**config.mk**
```make
export PLATFORM = sky130hd
export DESIGN_NAME = twiddle_addr_seq_flat
export DESIGN_NICKNAME = d
export VERILOG_FILES = /design/src/rtl/twiddle_addr_seq_if.sv /design/src/rtl/twiddle_addr_seq.sv /design/src/flat_wrapper.sv
export SDC_FILE = /design/constraint.sdc
export NUM_CORES = 1
export LEC_CHECK = 0
export ABC_AREA = 1
export BUFFER_PORTS_ARGS = -buffer_cell sky130_fd_sc_hd__buf_4
export CAP_MARGIN = 0
export CORE_MARGIN = 4
export CORE_UTILIZATION = 56
export CTS_CLUSTER_DIAMETER = 40
export DETAILED_ROUTE_END_ITERATION = 10
export PLACE_DENSITY = 0.82
export SLEW_MARGIN = 10
export SYNTH_ARGS = -nofsm -noshare
export SYNTH_HDL_FRONTEND = slang
export SYNTH_SLANG_ARGS = --single-unit
```
**constraint.sdc**
```tcl
create_clock -name clock -period 2.8 [get_ports clock]
set_input_delay 0.42 -clock clock [delete_from_list [all_inputs] [get_ports clock]]
set_output_delay 0.42 -clock clock [all_outputs]
set_load 0.02 [all_outputs]
```
**src/rtl/twiddle_addr_seq_if.sv**
```systemverilog
// Sample/twiddle bus of the twiddle address sequencer: input samples, twiddle number, delayed samples.
// Optional TWADDR_TRIVIAL_FLAG_EN adds the tw_trivial bypass flag.
interface twiddle_addr_seq_if #(
    parameter int LOG_N = 6,
    parameter int WIDTH = 16
);
    logic             clear;
    logic             di_en;
    logic [WIDTH-1:0] di_re;
    logic [WIDTH-1:0] di_im;
    logic [LOG_N-1:0] tw_addr;
    logic             tw_valid;
    logic             do_en;
    logic [WIDTH-1:0] do_re;
    logic [WIDTH-1:0] do_im;
    logic             do_last;
`ifdef TWADDR_TRIVIAL_FLAG_EN
    logic             tw_trivial;
`endif

    // Master is the upstream sample source; slave is the sequencer.
    modport master (
        output clear, di_en, di_re, di_im,
        input  tw_addr, tw_valid, do_en, do_re, do_im, do_last
`ifdef TWADDR_TRIVIAL_FLAG_EN
        , input tw_trivial
`endif
    );

    modport slave (
        input  clear, di_en, di_re, di_im,
        output tw_addr, tw_valid, do_en, do_re, do_im, do_last
`ifdef TWADDR_TRIVIAL_FLAG_EN
        , output tw_trivial
`endif
    );
endinterface

```
**src/rtl/twiddle_addr_seq.sv**
```systemverilog
// Twiddle address sequencer for one R2^2 SDF stage: indexes samples in an N-point frame, emits the
// twiddle number one cycle later, and delays data by 1+DELAY cycles. Optional macro: TWADDR_TRIVIAL_FLAG_EN.
module twiddle_addr_seq #(
    parameter int LOG_N = 6,
    parameter int WIDTH = 16,
    parameter int DELAY = 2
) (
    input  logic               clock,
    input  logic               reset_n,
    twiddle_addr_seq_if.slave  bus
);

    logic [LOG_N-1:0] cnt;
    logic [LOG_N-1:0] idx;
    logic [1:0]       sel;
    logic [LOG_N-3:0] num;
    logic [LOG_N-1:0] prod;
    logic             last_in;
    logic             trivial_in;

    logic [LOG_N-1:0] tw_addr_q;
    logic             tw_valid_q;

    logic [DELAY:0]   en_pipe;
    logic [DELAY:0]   last_pipe;
    logic [WIDTH-1:0] re_pipe [DELAY+1];
    logic [WIDTH-1:0] im_pipe [DELAY+1];
`ifdef TWADDR_TRIVIAL_FLAG_EN
    logic [DELAY:0]   triv_pipe;
`endif

    // clear forces the current sample to index 0 in the same cycle.
    // NOTE: every always_comb output gets a default first so no path can infer a latch.
    always_comb begin
        idx        = bus.clear ? '0 : cnt;
        sel        = {idx[LOG_N-2], idx[LOG_N-1]};
        num        = idx[LOG_N-3:0];
        prod       = LOG_N'(sel) * LOG_N'(num);
        last_in    = bus.di_en && (idx == {LOG_N{1'b1}});
        trivial_in = bus.di_en && ((sel == 2'd0) || (num == '0));
    end

    // NOTE: sequential state uses non-blocking assignments so all registers update from pre-edge values.
    always_ff @(posedge clock or negedge reset_n) begin
        if (!reset_n) begin
            cnt        <= '0;
            tw_addr_q  <= '0;
            tw_valid_q <= 1'b0;
        end else begin
            if (bus.di_en) begin
                cnt       <= idx + LOG_N'(1);
                tw_addr_q <= prod;
            end else if (bus.clear) begin
                cnt <= '0;
            end
            tw_valid_q <= bus.di_en;
        end
    end

    // Free-running delay line: loads every cycle, never stalls, not flushed by clear.
    // NOTE: the data stages are register arrays, yet they are reset too so no stale sample survives reset.
    always_ff @(posedge clock or negedge reset_n) begin
        if (!reset_n) begin
            en_pipe   <= '0;
            last_pipe <= '0;
            for (int i = 0; i <= DELAY; i++) begin
                re_pipe[i] <= '0;
                im_pipe[i] <= '0;
            end
        end else begin
            en_pipe[0]   <= bus.di_en;
            last_pipe[0] <= last_in;
            re_pipe[0]   <= bus.di_re;
            im_pipe[0]   <= bus.di_im;
            for (int i = 1; i <= DELAY; i++) begin
                en_pipe[i]   <= en_pipe[i-1];
                last_pipe[i] <= last_pipe[i-1];
                re_pipe[i]   <= re_pipe[i-1];
                im_pipe[i]   <= im_pipe[i-1];
            end
        end
    end

`ifdef TWADDR_TRIVIAL_FLAG_EN
    always_ff @(posedge clock or negedge reset_n) begin
        if (!reset_n) begin
            triv_pipe <= '0;
        end else begin
            triv_pipe[0] <= trivial_in;
            for (int i = 1; i <= DELAY; i++) begin
                triv_pipe[i] <= triv_pipe[i-1];
            end
        end
    end

    assign bus.tw_trivial = triv_pipe[DELAY];
`endif

    assign bus.tw_addr  = tw_addr_q;
    assign bus.tw_valid = tw_valid_q;
    assign bus.do_en    = en_pipe[DELAY];
    assign bus.do_last  = last_pipe[DELAY];
    assign bus.do_re    = re_pipe[DELAY];
    assign bus.do_im    = im_pipe[DELAY];

endmodule
```
**src/flat_wrapper.sv**
```systemverilog
// flat-port wrapper written by rule: the top's interface ports become plain ports
module twiddle_addr_seq_flat 
#(
    parameter int LOG_N = 6,
    parameter int WIDTH = 16,
    parameter int DELAY = 2
)
  (clock, reset_n, bus_clear, bus_di_en, bus_di_re, bus_di_im, bus_tw_addr, bus_tw_valid, bus_do_en, bus_do_re, bus_do_im, bus_do_last);
  twiddle_addr_seq_if #(.LOG_N(LOG_N), .WIDTH(WIDTH)) bus_i ();
  input  logic clock;
  input  logic reset_n;
  input wire logic [$bits(bus_i.clear)-1:0] bus_clear;
  input wire logic [$bits(bus_i.di_en)-1:0] bus_di_en;
  input wire logic [$bits(bus_i.di_re)-1:0] bus_di_re;
  input wire logic [$bits(bus_i.di_im)-1:0] bus_di_im;
  output wire logic [$bits(bus_i.tw_addr)-1:0] bus_tw_addr;
  output wire logic [$bits(bus_i.tw_valid)-1:0] bus_tw_valid;
  output wire logic [$bits(bus_i.do_en)-1:0] bus_do_en;
  output wire logic [$bits(bus_i.do_re)-1:0] bus_do_re;
  output wire logic [$bits(bus_i.do_im)-1:0] bus_do_im;
  output wire logic [$bits(bus_i.do_last)-1:0] bus_do_last;
  assign bus_i.clear = bus_clear;
  assign bus_i.di_en = bus_di_en;
  assign bus_i.di_re = bus_di_re;
  assign bus_i.di_im = bus_di_im;
  assign bus_tw_addr = bus_i.tw_addr;
  assign bus_tw_valid = bus_i.tw_valid;
  assign bus_do_en = bus_i.do_en;
  assign bus_do_re = bus_i.do_re;
  assign bus_do_im = bus_i.do_im;
  assign bus_do_last = bus_i.do_last;
  twiddle_addr_seq #(.LOG_N(LOG_N), .WIDTH(WIDTH), .DELAY(DELAY)) u_core (.clock(clock), .reset_n(reset_n), .bus(bus_i));
endmodule
```
==> results.txt, run 1 <==
The path depth of the worst reg2reg path came out at 9. Setup repair after global routing left no endpoint under its margin. The count of distinct cell types in the synthesized netlist came out at 17. Dividing total power by cell area gives a power density of 914 nW/um^2. The total routed wirelength came out at around 6400 um. In this run the most critical hold path is launched from bus_di_re[6]. The worst setup path is captured at a flip-flop. Counting I/O delays and the setup requirement, the final critical path takes approximately 1800 ps. The synthesized area per cell came out at around 16 um^2. The count of nets left with antenna violations once routing finished came out at 0.

The via count of the first global-routing pass is a little under 2000. The final weighted congestion of routability-driven global placement came out at approximately 0.8. For the final routed database, the setup TNS stands at 0 ps.

The class of the tightest hold or removal check is primary input to flip-flop. The netlist area before placement is approximately 3400 um^2. The standard cell area after detailed placement came out at about 3900 um^2.

The vias per cell is between 4 and 5. The biggest area contributor in the post-synthesis netlist is sky130_fd_sc_hd__dfrtp_1. The post-detailed-route DRC marker count came out at 0. The number of rows in the core area came out at 28. The required time of the worst setup path is between 3000 and 4000 ps. The final count of hold timing violations came out at 0. The final layout contains 320 nets.

The count of boundary I/O pins is 77. The highest fanout seen on the critical path is 4. The synthesized netlist devotes roughly 4.9% of its cell area to simple gates. The initial core utilization is approximately 58%. The max-slew headroom at the worst pin is between 60% and 70%.

The proportion of netlist area held by the largest area contributor is 83.0%. The gate count after technology mapping came out at approximately 210. For this run, the total global-route usage over all layers was measured as between 10% and 20%. Dividing the detail-routed wire length by the instance count gives around 17 um.

The first global-routing pass estimated 10400 um of wire. The total clock buffers created by CTS is 17. The clock tree from TritonCTS is yes.

Based on the critical path, the design can be clocked at up to 568 MHz. The worst setup path is launched from a flip-flop. Synthesis inferred between 100 and 150 register bits. The die extent in y came out at roughly 86 um. Counting instances, the worst hold path has a depth of 1. The ratio of cells with drive above 1 in the final layout came out at 37.9%.

Of the total synthesized cell area, the portion taken by full adders, half adders and majority gates is about 1.7%. The startpoint identified for the worst register-to-register timing path is u_core.cnt[5]$_DFF_PN0_. Sequential elements use just over 80% of the synthesized area. Entering global routing, the biggest net connects 80 pins. The clock passes through at most 2 buffers.

After clock tree synthesis, the clock-pin slew on the worst setup and hold paths is approximately 60 ps. For the final database, setup skew stands at 8.92 ps. The later pin in the worst-skew pair is clocked with a latency of ~500 ps.

The clock sink count came out at roughly 110. Overall power consumption after layout is estimated at just over 4000 uW. Setup violations remaining at the end of the flow were counted as 0. At the pin with the least slew margin, the transition time is 459 ps.

The final clock period utilization by the worst path came out at approximately 63%. The destination of the worst hold path is u_core.re_pipe[38]$_DFF_PN0_. Ranked by total cell area, the synthesized netlist is headed by sky130_fd_sc_hd__dfrtp_1 83%, sky130_fd_sc_hd__buf_4 7.0%, sky130_fd_sc_hd__nand2_1 2.2%.

The max-slew violation count is 0. The level count of the clock H-tree is 4. The area added between synthesis and finish came out at 31.4%.

The reg2reg setup slack came out at between 1000 and 1500 ps. The cell at the root of the clock tree is sky130_fd_sc_hd__clkbuf_8. During placement, the flow inserted port buffers numbering 76. The xor and xnor fraction of the mapped netlist area came out at less than 1%. The initial antenna violation count came out at 0. The HPWL reported at the end of detailed placement is between 3000 and 4000 um. The worst IR drop on VDD came out at roughly 0.65 mV. The standby leakage power came out at 0.00220 uW. In this run the critical register-to-register path is captured at u_core.bus.tw_addr[3]$_DFFE_PN0P_. The flow ran to the end, and the final reports show no timing, DRC or antenna violations. The number of iterations in the first detailed-routing pass is 4. The global route total overflow came out at 0. The finished layout cell area came out at about 4500 um^2.

Data arrives at the worst endpoint at 2170 ps. In the final layout, flip-flops and latches occupy approximately 2900 um^2. The floorplan die area came out at about 7500 um^2.

The core area came out at about 6000 um^2. The share of the synthesized area in compound gates (AO/OA/AOI/OAI) is under 10%. The multiplexer share of the synthesized area is 0%.

Detailed routing inserted a total of about 1700 vias. The antenna diode count is 0. The multi-input combinational cells in the finished layout cover a total of ~300 um^2. The main combinational cell family by area after synthesis is buffers and inverters. After filler insertion, the fill cell instance count of the layout stands at 338. Yosys printed 0 warnings. By startpoint and endpoint, the worst setup path is classified as flip-flop to flip-flop. The synthesized netlist net count is approximately 250.

The violation count after the first detailed-route iteration came out at between 50 and 60. The count of maximum capacitance violations came out at 0. From left edge to right edge, the die measures 86.3 um.
[layout by cell type, fill, tap and decap left out]
| cell | synthesis | layout |
|---|---|---|
| sky130_fd_sc_hd__nand2_1 | 20 | 20 |
| sky130_fd_sc_hd__dfrtp_1 | 114 | 114 |
| sky130_fd_sc_hd__clkbuf_8 | 0 | 2 |
| sky130_fd_sc_hd__o22ai_1 | 1 | 1 |
| sky130_fd_sc_hd__buf_4 | 32 | 76 |
| sky130_fd_sc_hd__o21ai_0 | 4 | 4 |
| sky130_fd_sc_hd__nor2_1 | 11 | 11 |
| sky130_fd_sc_hd__clkinv_2 | 0 | 4 |
| sky130_fd_sc_hd__nor3_2 | 1 | 1 |
| sky130_fd_sc_hd__a21oi_1 | 2 | 2 |
| sky130_fd_sc_hd__xor2_1 | 3 | 3 |
| sky130_fd_sc_hd__buf_12 | 0 | 1 |
| sky130_fd_sc_hd__ha_1 | 3 | 3 |
| sky130_fd_sc_hd__clkbuf_16 | 0 | 16 |
| sky130_fd_sc_hd__clkinvlp_4 | 0 | 5 |
| sky130_fd_sc_hd__dlygate4sd3_1 | 0 | 2 |
| sky130_fd_sc_hd__o211ai_1 | 1 | 1 |
| sky130_fd_sc_hd__nand3_1 | 7 | 7 |
| sky130_fd_sc_hd__fa_1 | 1 | 1 |
| sky130_fd_sc_hd__inv_1 | 11 | 11 |
| sky130_fd_sc_hd__bufinv_16 | 0 | 4 |
| sky130_fd_sc_hd__clkinv_1 | 1 | 1 |
| sky130_fd_sc_hd__inv_2 | 1 | 1 |
| sky130_fd_sc_hd__inv_6 | 0 | 1 |
| sky130_fd_sc_hd__nand4_1 | 1 | 1 |
[worst max-delay path, cell delays in order, from the launching register on]
cell and delay (ps):
sky130_fd_sc_hd__dfrtp_1 330, sky130_fd_sc_hd__inv_1 80, sky130_fd_sc_hd__nor2_1 120, sky130_fd_sc_hd__inv_1 80
sky130_fd_sc_hd__nor2_1 90, sky130_fd_sc_hd__ha_1 170, sky130_fd_sc_hd__inv_1 50, sky130_fd_sc_hd__fa_1 400
sky130_fd_sc_hd__xor2_1 170, sky130_fd_sc_hd__o21ai_0 180
[flip-flops by register name, indices dropped and copies added, names as in the netlist]
signal	cells
u_core.bus.do_im	16
u_core.bus.do_re	16
u_core.bus.tw_addr	6
u_core.cnt	6
u_core.en_pipe	3
u_core.im_pipe	32
u_core.last_pipe	3
u_core.re_pipe	32
[power breakdown]
| group | internal, uW | switching, uW | total, uW |
|---|---|---|---|
| logic | 69.9 | 93.3 | 163 |
| registers | 1730 | 29.2 | 1760 |
| clock network | 1460 | 748 | 2210 |
| total | 3260 | 871 | 4130 |
[how the worst max path moves through the flow]
| stage | from | endpoint | cells after the start |
|---|---|---|---|
| after floorplan | bus_clear | u_core.bus.tw_addr[3]$_DFFE_PN0P_ | 8 |
| after global placement | bus_clear | u_core.bus.tw_addr[3]$_DFFE_PN0P_ | 9 |
| after detailed placement | bus_clear | u_core.bus.tw_addr[3]$_DFFE_PN0P_ | 9 |
| after CTS | u_core.cnt[5]$_DFF_PN0_ | u_core.bus.tw_addr[3]$_DFFE_PN0P_ | 9 |
| after global routing | u_core.cnt[5]$_DFF_PN0_ | u_core.bus.tw_addr[3]$_DFFE_PN0P_ | 9 |
| final | u_core.cnt[5]$_DFF_PN0_ | u_core.bus.tw_addr[3]$_DFFE_PN0P_ | 9 |
[through the flow]
stage | std cells | worst slack (ps) | util [%] | hold slack [ps]
floorplan | 214 | 1190 | - | 124
CTS | 367 | 1020 | 75.7 | 3.16
global placement | 334 | 983 | 65.2 | 332
global route | 368 | 830 | 75.8 | 0.654
detailed placement | 334 | 908 | 65.2 | 335
finish | 368 | 1040 | 75.8 | 28.3
[repair_timing]
action,CTS,global route
buffers inserted,0,0
hold endpoints to repair,35,1
hold buffers,1,1
resized for setup,0,0
[metal layers]
layer	GRT usage [%]	share of wire (%)	routed length (um)	vias to the layer above
met5	0	0	0	-
met4	7.65	1.2	74	0
met3	7.03	7.7	492	9
met2	35.7	56	3560	77
met1	21.5	35	2220	875
li1	-	-	-	773
[cell type report]
| type | instances | area share [%] |
|---|---|---|
| clock buffer | 18 | 9.48 |
| clock inverter | 14 | 4.13 |
| inverter | 13 | 1.08 |
| multi-input combinational | 55 | 6.54 |
| sequential | 114 | 63.2 |
| tap | 75 | 2.08 |
| timing repair buffer | 79 | 13.5 |
[cell usage after synthesis, drive strengths merged]
| cell | count |
|---|---|
| a21oi | 2 |
| buf | 32 |
| clkinv | 1 |
| dfrtp | 114 |
| fa | 1 |
| ha | 3 |
| inv | 12 |
| nand2 | 20 |
| nand3 | 7 |
| nand4 | 1 |
| nor2 | 11 |
| nor3 | 1 |
| o211ai | 1 |
| o21ai | 4 |
| o22ai | 1 |
| xor2 | 3 |
[cell families (layout without fill, tap and decap cells)]
kind of cell             after synthesis  after routing
flip-flops                           114            114
buffers and inverters                 45            124
AND/OR/NAND/NOR                       40             40
AO/OA/AOI/OAI                          8              8
adder cells (fa/ha/maj)                4              4
XOR/XNOR                               3              3
Note: power is estimated with default switching activity, not from simulation.
==> inputs of run 2 (changes only) <==
CORE_UTILIZATION = 47   (was 56)
PLACE_DENSITY = 0.74   (was 0.82)
clock period = 1.4 ns   (was 2.8 ns; I/O delays follow)
==> results.txt, run 2 (synthesized netlist as in run 1, its figures left out) <==
Run status: complete, but fails checks (was completed). The final reports fail on setup timing. The count of boundary I/O pins came out at 77 (unchanged).

The layout net count is 365 (was 320). The area added between synthesis and finish was 46.1% (was 31.4%). The class of the most critical setup path is flip-flop to flip-flop (unchanged). The number of rows in the core area was 30 (was 28). The chip width is 93.5 um (was 86.3 um). The maximum clock rate is 653 MHz (was 568 MHz). The total routed wirelength came out at 5740 um (was 6350 um). The final setup skew came to 5.62 ps (was 8.92 ps). The final clock period utilization by the worst path came out at 109% (was 62.9%). The final-layout worst hold slack was 54.0 ps (was 28.3 ps). The footprint of the flip-flops and latches is 2850 um^2 (unchanged). The initial antenna violation count came out at 0 (unchanged). The final core utilization is 72.3% (was 75.8%). The total area of multi-input combinational cells came out at 317 um^2 (was 295 um^2). The layout filler cell count came to 447 (was 338). The die extent in y is 93.5 um (was 86.3 um). The HPWL reported at the end of detailed placement was 3620 um (was 3450 um). Commonest non-fill, non-tap cells in the layout: 114 x sky130_fd_sc_hd__dfrtp_1, 87 x sky130_fd_sc_hd__buf_4, 35 x sky130_fd_sc_hd__dlygate4sd3_1, 19 x sky130_fd_sc_hd__nand2_1, 16 x sky130_fd_sc_hd__clkbuf_16 (was 114 x sky130_fd_sc_hd__dfrtp_1, 76 x sky130_fd_sc_hd__buf_4, 20 x sky130_fd_sc_hd__nand2_1, 16 x sky130_fd_sc_hd__clkbuf_16).

The total clock buffers created by CTS is 17 (unchanged). The shortest period the worst path allows came out at 1530 ps (was 1760 ps). The clock sink count came to 114 (unchanged). The floorplan die area is 8750 um^2 (was 7450 um^2). The final count of hold timing violations is 0 (unchanged).

The clock group share of total power came out at 53.4% (was 53.5%). The violation count after the first detailed-route iteration came out at 70 (was 57). The arrival time of data at the critical path endpoint was 1940 ps (was 2170 ps).

The level count of the clock H-tree came out at 4 (unchanged). The post-detailed-route DRC marker count is 0 (unchanged). The initial core utilization is 49.5% (was 57.7%). The core area came out at 6940 um^2 (was 5960 um^2).

The standby leakage power is 0.00242 uW (was 0.00220 uW). The clock tree from TritonCTS is yes (unchanged). The kind of start point of the critical path was a flip-flop (unchanged). The internal power of the cells is 6870 uW (was 3260 uW). The total setup buffers inserted after CTS is 0 (unchanged).

The cell at the root of the clock tree is sky130_fd_sc_hd__clkbuf_8 (unchanged). The highest fanout seen on the critical path came out at 4 (unchanged). The antenna diode count is 0 (unchanged). The switching share of power is 18.8% (was 21.1%). The combinational power share is 5.2% (was 4.0%). The clock-pin transition on the worst setup and hold timing paths is 50 ps (was 60 ps). The largest net degree at the start of global routing is 44 (was 80). The capturing element type of the critical path is a flip-flop (unchanged). The post-detailed-route count of antenna-violating nets came out at 0 (unchanged). The number of setup violations in the final report came to 4 (was 0).

The global route total overflow is 0 (unchanged). The max-slew violation count came out at 0 (unchanged). The net switching component of the power came out at 1590 uW (was 871 uW). The number of iterations in the first detailed-routing pass came out at 4 (unchanged). The average wire length per cell after detail routing is 13.3 um (was 17.3 um). The max-slew headroom at the worst pin came to 74.4% (was 69.4%). The most frequent standard cell in the layout excluding fill and tap cells was sky130_fd_sc_hd__dfrtp_1 (unchanged). The number of buffer cells added on primary ports is 76 (unchanged). The clock latency on the worst-skew pair is 490 ps (was 500 ps). The required time of the worst setup path came out at 1810 ps (was 3210 ps). The vias per cell came out at 4.27 (was 4.71). The worst IR drop on VDD is 1.20 mV (was 0.649 mV). The via count of the first global-routing pass came to 2058 (was 1968). The deepest clock path buffer count came to 2 (unchanged).

The overall global routing resource usage is 15.1% (was 19.9%). The global-route wire length before repair is 9690 um (was 10400 um). The total power per unit cell area came to 1680 nW/um^2 (was 914 nW/um^2).

Largest registers: u_core.im_pipe (32), u_core.re_pipe (32) (unchanged). The total vias in the final route came out at 1846 (was 1734). The class of the tightest hold or removal check is primary input to flip-flop (unchanged). The setup slack after layout came out at -131 ps (was 1040 ps).

The count of maximum capacitance violations is 0 (unchanged). The placement-stage worst setup slack is -250 ps (was 908 ps). The sequential power share is 41.4% (was 42.5%). Unrepaired setup endpoints after global routing: yes (was no). The ratio of cells with drive above 1 in the final layout came out at 38.4% (was 37.9%). The final weighted congestion of routability-driven global placement is 0.801 (was 0.802). The worst-margin pin slew is 385 ps (was 459 ps).
run 2: cell types whose count changed in the layout (fill, tap and decap cells not counted), moves of 2 or more:
| cell | previous run | this run |
|---|---|---|
| sky130_fd_sc_hd__o21ai_0 | 4 | 2 |
| sky130_fd_sc_hd__clkinv_2 | 4 | 1 |
| sky130_fd_sc_hd__dlygate4sd3_1 | 2 | 35 |
| sky130_fd_sc_hd__buf_4 | 76 | 87 |
| sky130_fd_sc_hd__o21ai_1 | 0 | 2 |
| sky130_fd_sc_hd__inv_2 | 1 | 4 |
| sky130_fd_sc_hd__inv_1 | 11 | 8 |
| sky130_fd_sc_hd__clkinvlp_4 | 5 | 2 |
| sky130_fd_sc_hd__clkbuf_8 | 2 | 4 |
| sky130_fd_sc_hd__nor2_1 | 11 | 9 |
run 2: power by group through the flow:
stage	Sequential, uW	Combinational (uW)	Clock [uW]
finish	3500	439	4520
global placement	3540	359	0
CTS	3500	447	4630
global route	3510	474	4830
floorplan	3540	155	0
detailed placement	3560	366	0
run 2: layer usage:
layer  global-route usage (%)  vias to the layer above  routed length [um]
met5                        0                        -                   0
met4                     7.20                        0                  87
li1                         -                      856                   -
met3                     5.95                        9                 343
met2                     23.8                       66                3000
met1                     18.1                      915                2310
run 2: final cells by class:
class	count	area share [%]
clock buffer	21	9.15
clock inverter	9	3.56
inverter	13	0.972
multi-input combinational	55	6.31
sequential	114	56.8
tap	96	2.39
timing repair buffer	124	20.8
run 2: final timing paths:
path	from	endpoint	slack, ps	cells past startpoint
setup / recovery	u_core.cnt[4]$_DFF_PN0_	u_core.bus.tw_addr[3]$_DFFE_PN0P_	-130	7
hold / removal	bus_clear	u_core.cnt[1]$_DFF_PN0_	50	4
setup reg to reg	u_core.cnt[4]$_DFF_PN0_	u_core.bus.tw_addr[3]$_DFFE_PN0P_	-130	7
hold reg to reg	u_core.re_pipe[37]$_DFF_PN0_	u_core.re_pipe[21]$_DFF_PN0_	340	0
max in group asynchronous	reset_n	u_core.re_pipe[25]$_DFF_PN0_	670	3
min in group asynchronous	reset_n	u_core.re_pipe[22]$_DFF_PN0_	200	2
run 2: stage by stage:
step | setup TNS, ps | cell area (um^2) | instances | power, uW
after detailed placement | -703 | 4020 | 367 | 3920
after CTS | -420 | 5020 | 432 | 8580
final | -435 | 5020 | 432 | 8460
after global placement | -451 | 4020 | 367 | 3900
after floorplan | -202 | 3440 | 214 | 3700
after global routing | -840 | 5020 | 432 | 8820
run 2: critical path: stages, from the launching register on:
cell and delay, ps:
sky130_fd_sc_hd__dfrtp_1 380, sky130_fd_sc_hd__nand2_2 100, sky130_fd_sc_hd__nor2_1 120, sky130_fd_sc_hd__ha_2 190, sky130_fd_sc_hd__inv_2 40, sky130_fd_sc_hd__fa_2 340, sky130_fd_sc_hd__xor2_1 150, sky130_fd_sc_hd__o21ai_1 130
run 2: what timing repair did:
action                     4_1_cts  5_1_grt
resized for setup                5        1
hold buffers                    35        0
pin swaps                        3        2
setup endpoints to repair        4        4
hold endpoints to repair        94        0
